### config.mk
export PLATFORM = sky130hd
export DESIGN_NAME = ctrl_pipe
export DESIGN_NICKNAME = d
export VERILOG_FILES = /design/src/rtl/ctrl_pipe.sv
export SDC_FILE = /design/constraint.sdc
export NUM_CORES = 1
export LEC_CHECK = 0
export CAP_MARGIN = 20
export CORE_UTILIZATION = 40
export DETAILED_ROUTE_END_ITERATION = 12
export MAX_ROUTING_LAYER = met4
export PLACE_DENSITY = 0.73
export SYNTH_ARGS = -nofsm -noshare
export SYNTH_HDL_FRONTEND = slang
export SYNTH_SLANG_ARGS = --single-unit
### constraint.sdc
create_clock -name clk -period 2 [get_ports clk]
set_input_delay 0.6 -clock clk [delete_from_list [all_inputs] [get_ports clk]]
set_output_delay 0.6 -clock clk [all_outputs]
set_load 0.01 [all_outputs]
### src/rtl/ctrl_pipe.sv
// ctrl_pipe -- decoded-control pipeline with per-stage stall/flush and a multi-cycle stage-0 hold FSM.
// Rev 1.0
`default_nettype none

module ctrl_pipe #(
   parameter int SIGW   = 9,
   parameter int AUXW   = 3,
   parameter int NST    = 3,
   parameter int MC_BIT = 8,
   parameter int MCW    = 6
) (
   input  logic                clk,
   input  logic                rst,
   input  logic [SIGW-1:0]     sigs_d,
   input  logic [AUXW-1:0]     aux_d,
   input  logic [MCW-1:0]      mc_len_d,
   input  logic                valid_d,
   input  logic [NST-1:0]      stall_i,
   input  logic [NST-1:0]      flush_i,
   output logic [NST*SIGW-1:0] sigs_q,
   output logic [AUXW-1:0]     aux_q,
   output logic [NST-1:0]      valid_q,
   output logic                stall_up_o,
   output logic                busy_o
);

   typedef enum logic [0:0] {
      IDLE = 1'b0,
      BUSY = 1'b1
   } state_t;

   state_t          state_q;
   state_t          state_d;
   logic [MCW-1:0]  cnt_q;
   logic [MCW-1:0]  cnt_d;

   logic [SIGW-1:0] sig_r [NST];
   logic [NST-1:0]  valid_r;
   logic [AUXW-1:0] aux_r;

   logic [NST-1:0]  hold;
   logic            busy;
   logic            load0;

   assign busy = (state_q == BUSY);

   // hold_k is the OR of every downstream stall; written non-recursively to keep the net acyclic
   always_comb begin
      hold = '0;
      for (int k = 0; k < NST; k++) begin
         for (int j = 0; j < NST; j++) begin
            if (j >= k) begin
               hold[k] = hold[k] | stall_i[j];
            end
         end
      end
      hold[0] = hold[0] | busy;
   end

   assign load0 = ~flush_i[0] & ~hold[0];

   always_ff @(posedge clk or negedge rst) begin
      if (!rst) begin
         for (int k = 0; k < NST; k++) begin
            sig_r[k] <= '0;
         end
         valid_r <= '0;
         aux_r   <= '0;
      end else begin
         if (flush_i[0]) begin
            valid_r[0] <= 1'b0;
            sig_r[0]   <= '0;
            aux_r      <= '0;
         end else if (!hold[0]) begin
            valid_r[0] <= valid_d;
            sig_r[0]   <= valid_d ? sigs_d : '0;
            aux_r      <= valid_d ? aux_d : '0;
         end

         for (int k = 1; k < NST; k++) begin
            if (flush_i[k]) begin
               valid_r[k] <= 1'b0;
               sig_r[k]   <= '0;
            end else if (!hold[k]) begin
               if (hold[k-1]) begin
                  valid_r[k] <= 1'b0;
                  sig_r[k]   <= '0;
               end else begin
                  valid_r[k] <= valid_r[k-1];
                  sig_r[k]   <= valid_r[k-1] ? sig_r[k-1] : '0;
               end
            end
         end
      end
   end

   always_ff @(posedge clk or negedge rst) begin
      if (!rst) begin
         state_q <= IDLE;
         cnt_q   <= '0;
      end else begin
         state_q <= state_d;
         cnt_q   <= cnt_d;
      end
   end

   // Only a fresh stage-0 load arms; the held instruction cannot re-arm because busy holds stage 0
   always_comb begin
      state_d = state_q;
      cnt_d   = cnt_q;
      case (state_q)
         IDLE: begin
            cnt_d = '0;
            if (load0 && valid_d && sigs_d[MC_BIT] && (mc_len_d > MCW'(1))) begin
               state_d = BUSY;
               cnt_d   = mc_len_d - MCW'(1);
            end
         end
         BUSY: begin
            if (flush_i[0] || (cnt_q == MCW'(1))) begin
               state_d = IDLE;
               cnt_d   = '0;
            end else begin
               cnt_d = cnt_q - MCW'(1);
            end
         end
         default: begin
            state_d = IDLE;
            cnt_d   = '0;
         end
      endcase
   end

   generate
      for (genvar g = 0; g < NST; g++) begin : g_out
         assign sigs_q[g*SIGW +: SIGW] = sig_r[g];
      end
   endgenerate

   assign aux_q      = aux_r;
   assign valid_q    = valid_r;
   assign stall_up_o = hold[0];
   assign busy_o     = busy;

endmodule

`default_nettype wire

== After elaboration in Yosys (flattened, before gate mapping) ==
Index checks and enable logic that the tools add are counted.

* Input port bits: 27
* Logic and storage cells: 56
* Bits in registers: 40
* Output and inout port bits: 35

* Bitwise logic cells: 8
* Muxes and demuxes: 28
* Eq/ne operators: 4
* Magnitude comparators: 1
* Reduce and logical (&&, ||, !) cells: 4
* Add/subtract/negate cells: 2

{| class="wikitable"
|+ Operators by type and width
! cell !! number
|-
| 2-to-1 mux 9 bit || 11
|-
| 2-to-1 mux 6 bit || 2
|-
| one-hot mux 6 bit (2 select lines) || 1
|-
| subtractor 6 x 1 -> 6 bit (second input constant) || 2
|-
| 2-to-1 mux 1 bit || 10
|-
| 2-to-1 mux 3 bit || 3
|-
| equality test 6 x 1 -> 1 bit (second input constant) || 1
|-
| greater-than comparator 6 x 1 -> 1 bit (second input constant) || 1
|-
| != test 2 bit (second input constant) || 2
|-
| bitwise OR 1 bit || 4
|-
| logical AND 1 bit || 3
|-
| inverter 1 bit || 3
|-
| != test 2 x 1 -> 1 bit (second input constant) || 1
|-
| one-hot mux 1 bit (2 select lines) || 1
|-
| AND 1 bit || 1
|-
| logical OR 1 bit || 1
|}

== Logic depth before layout (Yosys ltp) ==
* Word-level depth: 10
* Depth in mapped cells: 5
* Gate-level depth less buffers: 5

== Worst setup path before layout ==
OpenSTA, ideal clock, no wires.

* Path kind: input port to flip-flop
* Start point: in stall_i[1]
* End point: reg cnt_q[5]
* Path buffers: 1
* Data required time: 1.915 ns
* Library setup time: 0.085 ns
* Path slack: 0.051 ns
* Arrival time: 1.865 ns
* Cell stages on the path: 5
* Cells stage by stage: or4_4 buf_6 nor3b_4 nand3_4 o22ai_2

* Longest elaborated chain between the ends: 10

{| class="wikitable"
|+ RTL lines
! what !! RTL line !! source
|-
| from (decl) || 18 || <nowiki>input logic [NST-1:0] stall_i,</nowiki>
|-
| bitwise OR 1 bit (2 in series) || 53 || <nowiki>hold[k] = hold[k] | stall_i[j];</nowiki>
|-
| bitwise OR 1 bit || 57 || <nowiki>hold[0] = hold[0] | busy;</nowiki>
|-
| via stall_up_o || 23 || <nowiki>output logic stall_up_o,</nowiki>
|-
| inverter 1 bit || 60 || <nowiki>assign load0 = ~flush_i[0] & ~hold[0];</nowiki>
|-
| AND 1 bit || 60 ||
|-
| logical AND 1 bit (3 in series) || 114 || <nowiki>if (load0 && valid_d && sigs_d[MC_BIT] && (mc_len_d > MCW'(1))) begin</nowiki>
|-
| 2-to-1 mux 6 bit || 114 ||
|-
| one-hot mux 6 bit (2 select lines) || 111 || <nowiki>case (state_q)</nowiki>
|-
| via cnt_d[5] || 35 || <nowiki>logic [MCW-1:0] cnt_d;</nowiki>
|-
| to (signal assigned) || 103 || <nowiki>cnt_q <= cnt_d;</nowiki>
|-
| to (decl) || 34 || <nowiki>logic [MCW-1:0] cnt_q;</nowiki>
|}

The timed path passes the listed nets, and every way through them passes these cells.
A chain may end at the register's enable or synchronous reset.

== Worst setup path after layout ==
* Start point: in stall_i[0]
* End point: out stall_up_o

* Longest elaborated chain between the ends: 3

{| class="wikitable"
|+ RTL lines
! what !! RTL line
|-
| bitwise OR 1 bit (2 in series) || 53
|-
| bitwise OR 1 bit || 57
|-
| to (decl) || 23
|}

No other way between the ends.

==> summary.txt <==
STA
  – Final critical-path share of the clock period: 0.987
  – Total negative setup slack: 0 ps
  – Min Hold Slack: about 350 ps
  – Worst Skew: slightly above 3 ps
  – Setup ws final: about 26 ps
  – Slew @ Worst Pin: a little under 900 ps
  – Slew margin rel.: 0.413
  – RSZ-0062 raised after global routing: false
  – Tmin final: slightly below 2000 ps
  – Achievable clock frequency: just over 500 MHz
  – Endpoints failing setup: 0
  – Final Max Slew Viols: 0
  – Final Hold Viols: 0

Clock network
  – CTS sink cnt: 40
  – H-Tree Depth: 2
  – Root buffer cell: clkbuf_8
  – CTS clk-pin slew, worst paths: roughly 80 ps
  – CTS Buffer Depth: 2
  – Clk Latency, worst-skew pair: 290 ps
  – CTS tree: built
  – Total CTS buffers: 5

Floorplan
  – Starting density of the core: 0.418
  – Die Ht: around 67 um
  – Die area: roughly 0.0044 mm2
  – Die W: about 67 um
  – Boundary Pins: 62
  – Core Rows: 23
  – Core box area: 0.00400 mm2

Route
  – Vias: approximately 1300
  – Post-route ant nets: 0
  – DR vias/cell: around 5.2
  – TritonRoute pass-1 iters: 4
  – Overall routed net length: 3.81 mm
  – DR iter-0 viols: 78
  – DRC Markers: 0
  – Routed WL per cell: 15.1 um

Global routing
  – Initial antenna violation count: 0
  – Pin count of the biggest net entering global routing: about 40
  – First-pass GRT wire length: between 6 and 7 mm
  – Overall Global Routing Usage: 0.200
  – Vias in the first global route: 1332
  – Total grt overflow: 0

Power
  – VDD IR max: 0.000340 V
  – PD cells: between 600 and 700 mW/mm2
  – Total design power: 1.63 mW
  – P_leak: approximately 1.2 nW

Final layout
  – Commonest non-fill, non-tap cell in the layout: clkdlybuf4s50_1
  – Final net count: 232
  – Layout Utilization: 0.632
  – Multi-input logic area: approximately 630 um2
  – Area grow syn2layout: 51.0%
  – Antenna diodes: 0
  – Layout Cells excl Fill: 252
  – Fillers: 308
  – Register area: between 0.001 and 0.0015 mm2
  – Cell area after layout: approximately 0.0025 mm2
  – Layout cells sized above 1: 0.178
  – Most frequent cells in the layout: clkdlybuf4s50_1, dfrtp_1, a22o_1

Yosys
  – Cell taking the most area after synthesis: dfrtp_1
  – Ys Warns: 0
  – Synth unique cells: 24
  – Post-Syn Nets: 154
  – Synth Register Bits: 40
  – Synth Cell Area: around 0.0017 mm2
  – Synth top area share: 0.598
  – Synth area leaders: dfrtp_1, a22o_1, ha_1
  – Mean area per synthesized cell: around 14 um2
  – Sequential area share after synthesis: 0.598
  – Gate Count Post-Synth: roughly 120

Critical path
  – R2r setup slk: 280 ps
  – CP max FO: 2
  – Setup crit end kind: output port
  – Setup CP Type: in2out
  – Critical Path AT: roughly 1400 ps
  – CP Launch Type: primary input
  – Required time of the critical path: ~1400 ps

Placed design
  – Dpl hpwl: just under 3 mm
  – Final Wtd Congestion: 0.812
  – Buffers added on ports: 61
  – Placed Area: ~0.0024 mm2
  – Pre-CTS setup slack: -682 ps
  – Placed cells: between 200 and 250

Worst hold path
  – Worst hold path class: in2async

Job
  – Max-cap viol count: 0

Status
  – Status: finished clean
[timing repair]
item | 4_1_cts | 5_1_grt
setup buffers | 0 | 0
hold buffers | 0 | 0
endpoints found under the hold margin | 0 | 0
setup endpoints to repair | 30 | 0
gates resized for setup | 16 | 0
[power by group]
part           switching, mW  total [mW]  leakage (nW)  internal [mW]
sequential           0.00682       0.823         0.557          0.816
clock                  0.280       0.649        0.0541          0.369
combinational         0.0721       0.159         0.572         0.0871
total                  0.359        1.63          1.18           1.27
[final cells by class]
type                    instances  share of cell area
clock buffers                   5              0.0272
repair buffers                 75               0.281
flip-flops and latches         40               0.396
multi-input cells              75               0.248
inverters                       4             0.00594
clock inverters                 3              0.0168
well taps                      50              0.0248
[cell usage after synthesis (all sizes together)]
master / instances
o22ai: 6
xnor2: 4
nand3b: 2
or4: 1
nor3: 3
nand3: 2
dfrtp: 40
nor3b: 2
nor4b: 1
xor2: 4
buf: 2
a22o: 30
ha: 4
nand2: 4
nor4: 1
nor2b: 2
a21o: 3
clkbuf: 2
inv: 4
o21ai: 1
nor2: 5
[kinds of logic after synthesis]
family / Yosys count / synth area share
xor gates and xnor gates: 8 / 0.0419
and+or+nand+nor: 23 / 0.101
AOI/OAI and AO/OA: 40 / 0.202
buffers and inverters: 8 / 0.0269
adders and majority gates: 4 / 0.0299
DFF: 40 / 0.598
[registers in the layout, summed over array words and instances, names as in the netlist]
name and count:
busy_o 1, valid_q 3, aux_q 3, cnt_q 6
sigs_q 27
[final timing paths]
check,startpoint,to,cells past startpoint
max in group asynchronous,rst,sigs_q[0],2
worst min register to register,valid_q[2],valid_q[2],1
min in group clk,valid_q[2],valid_q[2],1
worst max-delay path,stall_i[0],stall_up_o,3
worst max register to register,busy_o,sigs_q[1],5
worst min-delay path,rst,sigs_q[26],2
[critical path, stage by stage]
cell	delay, ps
buf_2	100
or4_4	540
buf_6	140
[metal layers]
metal  routed length [um]  GRT usage  vias to the layer above  share of wire
met5                    0          -                        -              0
met4                   37     0.0479                        0         0.0097
met3                  192     0.0565                        5          0.050
met1                 1620      0.234                      646           0.42
li1                     -          -                      618              -
met2                 1960      0.338                       45           0.52
Note: power is estimated with default switching activity, not from simulation.
==> RTL edit 1 (config.mk and constraints unchanged) <==
`NST`: 3 -> 6.
--- a/src/rtl/ctrl_pipe.sv
+++ b/src/rtl/ctrl_pipe.sv
@@ -5,7 +5,7 @@
 module ctrl_pipe #(
    parameter int SIGW   = 9,
    parameter int AUXW   = 3,
-   parameter int NST    = 3,
+   parameter int NST    = 6,
    parameter int MC_BIT = 8,
    parameter int MCW    = 6
 ) (
Interface: changed (resized flush_i, sigs_q, stall_i and valid_q); port bits go from 62 to 98. No check against the original RTL was run, so the function may have changed too.
==> RTL edit 1 against the unedited design <==
The flow now finishes with violations (setup timing). Cell area up 67%. Sequential power up 73%. Global-route usage down 1.2 points. Area after synthesis up 65%. Sequential cell count up 30. Power up 59%. Maximum frequency down 6.2%. Utilization up 1.8 points. Routed wire length up 63%. Register-to-register slack better by 280 ps. Setup slack worse by 130 ps. Largest cell class unchanged.
==> RTL edit 1: results <==
export IMPL_dpl_instance_area_sq_um=4006
export IMPL_avgSynthCellArea_sq_um=14.26
export IMPL_firstDrtPassIters=4
export IMPL_tightest_slew_ps=677.2
export IMPL_largest_reg_flops=54
export IMPL_static_leakage_power_nw=1.995
export IMPL_htree_levels=3
export IMPL_clock_latency_ps=330
export IMPL_cp_arrival_ps=1510
export IMPL_fin_ws_ps=-105.1
export IMPL_instances_no_fill=403
export IMPL_dp_hpwl_um=4765
export IMPL_cts_buffers=9
export IMPL_synth_warnings=0
export IMPL_via_count=2108
export IMPL_first_iter_violations=80
export IMPL_nets=358
export IMPL_ff2ff_path_depth=6
export IMPL_netlist_top_cells_count="dfrtp_1, a22o_1, nor2_1"
export IMPL_drive_gt1_share_pct=17.48
export IMPL_synth_nets=231
export IMPL_fin_worst_skew_ps=7.907
export IMPL_yosys_cell_types_count=28
export IMPL_place_ws_ps=-812.0
export IMPL_synth_xor_area_share_pct=2.533
export IMPL_synth_mux_area_share_pct=0
export IMPL_status="finished with violations"
export IMPL_gp_congestion=0.7498
export IMPL_synthTopCellsByArea="dfrtp_1, a22o_1, ha_1"
export IMPL_synth_compound_area_share_pct=21.98
export IMPL_grt_max_degree=46
export IMPL_rr_endpoint="cnt_q[0]"
export IMPL_ir_worst_vdd_mv=0.3249
export IMPL_synth_adder_area_share_pct=1.809
export IMPL_yosysSeqAreaShare_pct=63.32
export IMPL_antenna_found_initial=0
export IMPL_failed_checks="setup timing"
export IMPL_setup_violations=1
export IMPL_wl_per_cell_um=15.40
export IMPL_grt_pass1_wl_um=10320
export IMPL_cts_root_buffer_cell="clkbuf_8"
export IMPL_whs_ps=174.6
export IMPL_io_buffer_count=97
export IMPL_setup_tns_ps=-105.1
export IMPL_reg2reg_setup_slack_ps=560
export IMPL_placedCellCount=384
export IMPL_grt_total_usage_pct=18.77
[RTL edit 1: repair_timing]
item / CTS / global route
setup buffers: 1 / 2
gates resized for setup: 20 / 5
pin swaps: 2 / 2
endpoints found under the setup margin: 40 / 1
endpoints found under the hold margin: 0 / 0
[RTL edit 1: layer usage]
metal | vias to the layer above | GRT usage, % | wire length, um
met5 | - | - | 0
met4 | 0 | 5.085 | 25
met3 | 5 | 3.891 | 342
met2 | 76 | 32.18 | 3126
met1 | 1024 | 22.55 | 2712
li1 | 1003 | - | -
[RTL edit 1: logic make-up (layout without fill, tap and decap cells)]
group,count (synthesis),in the layout
AO/OA/AOI/OAI,70,70
XOR/XNOR,8,8
adder cells (fa/ha/maj),4,4
buffers and inverters,10,142
flip-flops,70,70
AND/OR/NAND/NOR,32,32
[RTL edit 1: worst max-delay path by stage]
stage	depth (start not counted)	slack [ps]	from	endpoint
finish	4	-110	stall_i[4]	stall_up_o
global placement	4	-820	stall_i[3]	stall_up_o
global route	4	-130	stall_i[4]	stall_up_o
CTS	4	-120	stall_i[2]	stall_up_o
detailed placement	4	-810	stall_i[3]	stall_up_o
floorplan	3	-10	stall_i[3]	stall_up_o
[RTL edit 1: cell type report]
type                    instances  area [sq um]
clock buffers                  10         127.6
clock inverters                 6         46.29
fillers                       527          2278
inverters                       4         15.01
multi-input cells             114         983.4
flip-flops and latches         70          1752
well taps                      77         96.34
repair buffers                122          1196
[RTL edit 1: critical path, cell delays in order]
cell,delay (ps)
buf_6,90
or4_4,540
nand2b_4,160
buf_6,110
[RTL edit 1: power by group]
group | total [mW] | internal, mW | switching [mW]
clock | 0.992 | 0.459 | 0.533
sequential | 1.42 | 1.42 | 0.00138
combinational | 0.187 | 0.0978 | 0.0892
total | 2.60 | 1.97 | 0.624
==> RTL edit 2 (same flow settings) <==
Without the edit above. Make the reset (`rst`) synchronous in 2 clocked blocks.
--- a/src/rtl/ctrl_pipe.sv
+++ b/src/rtl/ctrl_pipe.sv
@@ -59,7 +59,7 @@
 
    assign load0 = ~flush_i[0] & ~hold[0];
 
-   always_ff @(posedge clk or negedge rst) begin
+   always_ff @(posedge clk) begin
       if (!rst) begin
          for (int k = 0; k < NST; k++) begin
             sig_r[k] <= '0;
@@ -94,7 +94,7 @@
       end
    end
 
-   always_ff @(posedge clk or negedge rst) begin
+   always_ff @(posedge clk) begin
       if (!rst) begin
          state_q <= IDLE;
          cnt_q   <= '0;
Check against the original RTL: differs if rst is asserted again (counterexample within 4 cycles, from zero or initial values and one cycle with rst low); with rst held inactive, the same outputs for 10 cycles.
==> RTL edit 2 against the unedited design <==
Routed wire length shrank 4.8%. Setup slack improved by 14 ps. Maximum frequency rose by 0.72%. Critical path type is now reg2out. Sequential cell count did not move. Cell area up 4.6%. Largest power group unchanged. Register-to-register slack improved by 330 ps. Global-route usage is 2.5 points lower. Power is essentially flat. Area after synthesis rose by 5.0%. Synthesized cell count is 7.3% higher. Cell count increased by 6.0%. Via count down 0.99%. Sequential share of layout area is 0.91 points higher.
==> RTL edit 2: results <==
export IMPL_netlist_top_cells_count="edfxtp_1, and2_1, dfxtp_1, and2_2, nor2_1"
export IMPL_io_buffer_count=61
export IMPL_yosysSeqAreaShare_pct=60.97
export IMPL_hold_class="reg2reg"
export IMPL_report_final_slew_viol_count=0
export IMPL_crit_family="buffers and inverters"
export IMPL_ys_async_sr_fraction_pct=0
export IMPL_dp_hpwl_um=3001
export IMPL_static_leakage_power_nw=1.040
export IMPL_worst_path_max_fanout=4
export IMPL_synth_warnings=0
export IMPL_cp_arrival_ps=1360
export IMPL_synth_adder_area_share_pct=2.849
export IMPL_insertedDiodeCount=0
export IMPL_drive_gt1_share_pct=21.66
export IMPL_internal_power_mw=1.271
export IMPL_fin_worst_skew_ps=4.799
export IMPL_reg_top3="sig_r x27, cnt_q x6"
export IMPL_place_ws_ps=-542.4
export IMPL_grtUsageMet2_pct=28.68
export IMPL_nets=247
export IMPL_synth_nets=163
export IMPL_synth_edff_count=27
export IMPL_cts_buffers=5
export IMPL_synthTopCellsByArea="edfxtp_1, dfxtp_1, and2_1"
export IMPL_tightest_slew_ps=382.2
export IMPL_gp_congestion=0.7794
export IMPL_yosys_cell_types_count=35
export IMPL_dpl_instance_area_sq_um=2561
export IMPL_globalRouteMet1Util_pct=19.07
export IMPL_first_global_vias=1250
export IMPL_slowest_stage="clkdlybuf4s50_1"
export IMPL_ir_worst_vdd_mv=0.3095
export IMPL_clock_latency_ps=290
export IMPL_grt_busiest_layer="met2"
export IMPL_cts_root_buffer_cell="clkbuf_8"
export IMPL_synth_xor_area_share_pct=3.989
export IMPL_clockBufferDepth=2
export IMPL_first_iter_violations=61
export IMPL_synth_compound_area_share_pct=8.903
export IMPL_ys_flop_type="edfxtp_1"
export IMPL_globalRouteMet3Util_pct=6.167
export IMPL_htree_levels=2
export IMPL_antenna_found_initial=0
export IMPL_grt_total_usage_pct=17.53
export IMPL_cp_slowest_stage_delay_ps=610
export IMPL_synth_mux_area_share_pct=0
export IMPL_vias_per_cell=4.873
export IMPL_clkTransAtPathRegs_ps=70
export IMPL_wl_per_cell_um=13.59
export IMPL_start_util_pct=42.69
export IMPL_grt_max_degree=14
export IMPL_grt_pass1_wl_um=5609
export IMPL_status="finished, final reports clean"
export IMPL_firstDrtPassIters=4
[RTL edit 2: layer usage]
metal	part of all wire [%]	up-vias
met2	52	44
met5	0	-
met3	6.3	11
met4	2.3	0
li1	-	631
met1	39	615
[RTL edit 2: worst paths after layout]
check	from	end	slack (ps)	cells past startpoint
max reg2reg	busy_o	sig_r[0][0]	610	6
max	busy_o	busy_o	40	1
min	aux_q[0]	aux_q[0]	490	1
min reg2reg	aux_q[0]	aux_q[0]	490	1
[RTL edit 2: repair_timing]
action                                  CTS  global route
endpoints found under the setup margin    1             0
gates resized for setup                   9             0
setup buffers                             0             0
[RTL edit 2: final cells by class]
type / instances / area, sq um
sequential: 40 / 1071
tap: 50 / 62.56
clock buffer: 5 / 68.82
clock inverter: 3 / 18.77
fill: 325 / 1473
multi-input combinational: 81 / 635.6
inverter: 9 / 33.78
timing repair buffer: 79 / 752.0
[RTL edit 2: cells by family after synthesis]
| kind of cell | Yosys count |
|---|---|
| buf+inv | 11 |
| compound gates | 16 |
| xor+xnor | 8 |
| flops | 40 |
| simple gates | 53 |
| fa+ha+maj | 4 |
[RTL edit 2: stage by stage]
stage          total power, mW  setup TNS (ps)  cells  util (%)
2_1_floorplan           0.9898               0    132         -
3_3_place_gp             1.135           -6809    259     62.24
3_5_place_dp             1.141           -8009    259     62.24
4_1_cts                  1.645               0    267     64.21
5_1_grt                  1.694               0    267     64.21
6_report                 1.633               0    267     64.21
[RTL edit 2: power groups by stage]
stage          combinational (mW)  clock, mW  sequential [mW]
2_1_floorplan              0.0441          0            0.946
4_1_cts                     0.205      0.525            0.916
5_1_grt                     0.217      0.559            0.918
6_report                    0.203      0.515            0.915
3_5_place_dp                0.207          0            0.934
3_3_place_gp                0.202          0            0.932
